## config.mk

```make
export PLATFORM = sky130hd
export DESIGN_NAME = clock_time_ctrl
export DESIGN_NICKNAME = d
export VERILOG_FILES = /design/src/rtl/clock_time_ctrl.sv
export SDC_FILE = /design/constraint.sdc
export NUM_CORES = 1
export LEC_CHECK = 0
export CAP_MARGIN = 30
export CORE_ASPECT_RATIO = 1.2
export CORE_UTILIZATION = 35
export CTS_BUF_LIST = sky130_fd_sc_hd__clkbuf_8
export DETAILED_ROUTE_END_ITERATION = 10
export PLACE_DENSITY_LB_ADDON = 0.1
export SKIP_LAST_GASP = 1
export SYNTH_ARGS = -nofsm -noshare
export SYNTH_HDL_FRONTEND = slang
export SYNTH_SLANG_ARGS = --single-unit
```

## constraint.sdc

```tcl
create_clock -name clk_out -period 1.7 [get_ports clk_out]
set_input_delay 0.34 -clock clk_out [delete_from_list [all_inputs] [get_ports clk_out]]
set_output_delay 0.34 -clock clk_out [all_outputs]
set_load 0.02 [all_outputs]
```

## src/rtl/clock_time_ctrl.sv

```systemverilog
// clock_time_ctrl: turns tick/button pulses into digit-counter inc/clear strobes and runs the time-set FSM.
// Latency: a request sampled at edge N yields its strobes during cycle N+1, for exactly one cycle.
// Backpressure: tick/btn_up arriving while busy are dropped (not queued); btn_mode is always accepted.
module clock_time_ctrl #(
    parameter int DW      = 4,
    parameter int HR_MAX1 = 2,
    parameter int HR_MAX0 = 3
) (
    input  logic          clk_out,
    input  logic          rst_n,
    input  logic          tick,
    input  logic          btn_mode,
    input  logic          btn_up,
    input  logic [DW-1:0] sec0,
    input  logic [DW-1:0] sec1,
    input  logic [DW-1:0] min0,
    input  logic [DW-1:0] min1,
    input  logic [DW-1:0] hr0,
    input  logic [DW-1:0] hr1,
    output logic [5:0]    inc,
    output logic          hr_clr,
    output logic          sec_clr,
    output logic [1:0]    mode,
    output logic          busy
);

    typedef enum logic [1:0] {
        ST_RUN     = 2'd0,
        ST_SET_HR  = 2'd1,
        ST_SET_MIN = 2'd2,
        ST_SET_SEC = 2'd3
    } state_t;

    localparam logic [DW-1:0] D9    = DW'(9);
    localparam logic [DW-1:0] D5    = DW'(5);
    localparam logic [DW-1:0] HMAX1 = DW'(HR_MAX1);
    localparam logic [DW-1:0] HMAX0 = DW'(HR_MAX0);

    state_t     state;
    state_t     state_nxt;
    logic [5:0] inc_nxt;
    logic       hr_clr_nxt;
    logic       sec_clr_nxt;
    logic       busy_nxt;
    logic       sec_carry;
    logic       min_carry;
    logic       hr_wrap;
    logic       hour_req;

    // mode is simply the registered FSM state
    assign mode = state;

    // Decode the strobe pattern for this cycle's request against the current (pre-transition) state
    always_comb begin
        inc_nxt     = '0;
        hr_clr_nxt  = 1'b0;
        sec_clr_nxt = 1'b0;
        hour_req    = 1'b0;
        sec_carry   = (sec0 == D9) && (sec1 == D5);
        min_carry   = (min0 == D9) && (min1 == D5);
        hr_wrap     = (hr1 == HMAX1) && (hr0 == HMAX0);
        state_nxt   = state;

        if (btn_mode) begin
            case (state)
                ST_RUN:     state_nxt = ST_SET_HR;
                ST_SET_HR:  state_nxt = ST_SET_MIN;
                ST_SET_MIN: state_nxt = ST_SET_SEC;
                default:    state_nxt = ST_RUN;
            endcase
        end

        // While busy the counters have not yet absorbed the last strobe, so new requests are dropped
        if (!busy) begin
            case (state)
                ST_RUN: begin
                    if (tick) begin
                        inc_nxt[0] = 1'b1;
                        inc_nxt[1] = (sec0 == D9);
                        inc_nxt[2] = sec_carry;
                        inc_nxt[3] = sec_carry && (min0 == D9);
                        hour_req   = sec_carry && min_carry;
                    end
                end
                ST_SET_HR: begin
                    hour_req = btn_up;
                end
                ST_SET_MIN: begin
                    if (btn_up) begin
                        inc_nxt[2] = 1'b1;
                        inc_nxt[3] = (min0 == D9);
                    end
                end
                default: begin
                    sec_clr_nxt = btn_up;
                end
            endcase
        end

        // Hour advance is shared by the RUN carry and SET_HR; the day wrap clears instead of incrementing
        if (hour_req) begin
            if (hr_wrap) begin
                hr_clr_nxt = 1'b1;
            end else begin
                inc_nxt[4] = 1'b1;
                inc_nxt[5] = (hr0 == D9);
            end
        end

        busy_nxt = (|inc_nxt) | hr_clr_nxt | sec_clr_nxt;
    end

    // Register FSM state and all strobe outputs; async reset drops everything at once
    always_ff @(posedge clk_out or negedge rst_n) begin
        if (!rst_n) begin
            state   <= ST_RUN;
            inc     <= '0;
            hr_clr  <= 1'b0;
            sec_clr <= 1'b0;
            busy    <= 1'b0;
        end else begin
            state   <= state_nxt;
            inc     <= inc_nxt;
            hr_clr  <= hr_clr_nxt;
            sec_clr <= sec_clr_nxt;
            busy    <= busy_nxt;
        end
    end

endmodule

```

Word level (Yosys, flattened, before mapping)
Cells that the tools add are included.
- equal/unequal tests: 9
- multiplexer cells: 15
- bitwise gates (word level): 2
- reduce and logical (&&, ||, !) cells: 8
- operators with widths (kind ; count):
    4-bit == test, second input constant ; 3
    4-bit by 2-bit == test with 1-bit output, second input constant ; 2
    4-bit by 3-bit == test with 1-bit output, second input constant ; 2
    2-bit two-way mux ; 4
    4-bit two-way mux ; 2
    1-bit two-way mux ; 6
    2-bit case mux with 3 select lines ; 1
    6-bit OR reduction ; 1
    1-bit logical AND ; 5
    2-bit case mux with 2 select lines ; 1
    3-bit OR reduction ; 1
    2-bit by 1-bit == test with 1-bit output, second input constant ; 1
    2-bit == test, second input constant ; 1
    2-bit logical NOT ; 1
    1-bit OR ; 2
    1-bit case mux with 2 select lines ; 1
- register bits: 11
- output and inout port bits: 11
- logic and storage cells: 39

Longest topological paths before layout
- depth after elaboration: 10
- depth in mapped cells: 6

Worst setup path before layout
No wires, ideal clock.
- path kind: register -> register
- from: register state[0], in the netlist mode[0]
- to: register busy
- setup time: 0.133 ns
- arrival time: 1.323 ns
- data required time: 1.567 ns
- setup slack: 0.244 ns
- cell stages (with the launch flop): 7
- path buffers: 0
- period minus slack after synthesis: 1.456 ns
- path through: dfrtp_1 > inv_1 > ha_1 > nand2_1 > nor3_4 > a22oi_2 > o21ai_1
- longest elaborated chain between the ends: 7
- RTL lines (what ; line ; text):
    start: declaration ; 39 ; state_t state;
    start signal: assignment ; 122 ; state <= state_nxt;
    2-bit by 1-bit == test with 1-bit output / 2-bit logical NOT (equally long branches) ; 75 ; case (state)
    1-bit case mux with 2 select lines ; 75 ;
    1-bit two-way mux ; 74 ; if (!busy) begin
    2-bit two-way mux ; 101 ; if (hour_req) begin
    6-bit OR reduction ; 110 ; busy_nxt = (|inc_nxt) | hr_clr_nxt | sec_clr_nxt;
    1-bit OR ; 110 ;
    1-bit OR * ; 110 ;
    named net busy_nxt ; 44 ; logic busy_nxt;
    end signal: assignment ; 126 ; busy <= busy_nxt;
    end: declaration ; 24 ; output logic busy
Mark *: on every way through the listed nets, which the timed path passes. The rest lies on a longest branch.
A chain may end at the register's enable or synchronous reset.

Worst setup path in the final report
- from: register state[0], in the netlist mode[0]
- to: output port mode[0]
- RTL lines (what ; line ; text):
    end: declaration ; 23 ; output logic [1:0] mode,
No word-level cell between the ends.

==> reports/results.ini <==
[pwr]
irDropWorstVdd_uv=879
power.total_mw=1.15
power_leakage_nw=0.438
pwr_density_cell_nw_per_um2=1110

[critical_path]
reg2reg_setup_slack_ns=0.21
crit_start=mode[0]$_DFFE_PN0P_
criticalPathCategory=reg -> out
cp-endpoint=mode[0]
cp-start-kind=flip-flop
crit_family=buffers and inverters
path_cells=clkdlybuf4s50_1
crit_cells=1
r2r-end=busy$_DFF_PN0_
cpPeakStageDelay_ns=0.63
worst_ep_arrival_time_ns=1.27
reg2reg_depth=6
r2r_start=mode[0]$_DFFE_PN0P_
critPathBufInv=1
crit_path_end_kind=primary output
worst_path_max_delay_cell=clkdlybuf4s50_1
cp_max_fo=4
cp.required_ns=1.36

[floorplan]
die_h_um=46.2
io_pins=40
core_area_um2=1480
start_util=0.384
die_area_um2=1790
fp.dieW_um=38.8
num_rows=15

[routing]
first_iter_violations=6
num_vias=533
routed_wl_um=1200
drt-pass1-iter-count=4
vias_per_cell=4.94
wl_per_cell_um=11.1
drcViolationCount=0
antenna_left=0

[logic_synthesis]
syn-num-nets=80
syn_area_um2=569
synth_common_cells=dfrtp_1, nor2_1, ha_1
synth_area_leaders=dfrtp_1, ha_1, nand4bb_1
synth_area_leader_cell=dfrtp_1
synth_top_area_share=0.484
synth-async-reset-ratio=1.00
ys_seq_area_frac=0.484
synth_most_common_cell=dfrtp_1
ys_types=21
avgSynthCellArea_um2=12.1
ys_ff_latch=11
ys.flop_type=dfrtp_1
postSynthCellCount=47
yosysWarnings=0
synth-edff-count=0

[cts]
cts_max_path_buffers=2
cts_tree=yes
cts-buffers-inserted=3
post_cts_buffers=0
ctsHoldBuffers=0
cts_root_buffer=clkbuf_8
post_cts_resized=0
clk_pin_slew_worst_paths_ns=0.05
clock_sinks=11
insertion_delay_ns=0.24
htreeDepth=1

[grt]
grt_pass1_wl_um=1850
overflow=0
antenna_found_initial=0
grt_pass1_vias=487
grt_max_degree=12
grt_usage=0.155

[sta]
final-setup-viol-count=0
hold_viol_final=0
min_period_ns=1.61
post-route-period-util=0.944
tightest_slew_ns=0.474
max_slew_margin=0.683
tns_ns=0
slew_viol_final=0
fin_hold_ws_ns=0.427
fmax_mhz=623
rsz0062_at_grt=no
skew_ns=0.00183

[placed_design]
numPortBuffers=39
gp_congestion=0.883
dp_hpwl_um=983

[final_layout]
nNetsFinal=125
nFillCells=119
antenna_cells=0
drive_gt1_frac=0.0989
area_delta_synth_final_pct=81.5

[status]
status=finished, final reports clean

[min_path]
hold_path.class=in -> async

[flow_run]
cap_viol_max_count=0

## cells in the final DEF (no fill, tap or decap), drive strengths merged, types with 2 or more instances in the layout
master	instances
nand2	3
o21ai	3
nor3	5
dfrtp	11
clkbuf	3
nor2	5
clkdlybuf4s50	39
ha	4
nand4bb	4
inv	3
o21bai	2
## sequential cells by signal, indices dropped and copies added (netlist names)
signal   count
busy         1
sec_clr      1
mode         2
inc          6
hr_clr       1
## area by class of cell
class,instances,area (µm²),area share
repair buffers,40,398,0.385
multi-input cells,34,287,0.277
flip-flops and latches,11,275,0.266
clock buffers,3,41.3,0.0400
well taps,17,21.3,0.0206
inverters,2,7.51,0.00726
clock inverters,1,3.75,0.00363
## how the worst min path moves through the flow
stage / endpoint / slack (ns)
after global placement: inc[0]$_DFF_PN0_ / 0.56
after CTS: inc[4]$_DFF_PN0_ / 0.45
after detailed placement: inc[0]$_DFF_PN0_ / 0.57
after floorplan: busy$_DFF_PN0_ / 0.04
final: inc[4]$_DFF_PN0_ / 0.43
after global routing: inc[5]$_DFF_PN0_ / 0.48
## kinds of logic after synthesis
| group | count (synthesis) | share of synthesized area |
|---|---|---|
| AOI/OAI and AO/OA | 8 | 0.0967 |
| adders and majority gates | 4 | 0.0879 |
| buffers and inverters | 2 | 0.0132 |
| DFF | 11 | 0.484 |
| muxes | 1 | 0.0176 |
| and+or+nand+nor | 21 | 0.301 |
## per-layer routing
| metal | global-route usage | routed length [µm] | vias to the layer above |
|---|---|---|---|
| met5 | 0 | 0 | - |
| met4 | 0.124 | 12 | 0 |
| met3 | 0.0145 | 92 | 2 |
| met2 | 0.257 | 591 | 31 |
| met1 | 0.177 | 500 | 238 |
| li1 | - | - | 262 |
## where the power goes
group          internal (mW)  switching (mW)
Clock                  0.158          0.0968
Combinational          0.265           0.272
Sequential             0.320          0.0378
## metrics by stage
step                cell area (µm²)  instances   util  worst slack [ns]
finish                         1030        108  0.697            0.0944
global route                   1030        108  0.697            0.0561
CTS                            1030        108  0.697            0.0938
detailed placement              988        104  0.667             0.109
global placement                988        104  0.667             0.157
floorplan                       569         47      -             0.244
(Power assumes the default switching activity.)
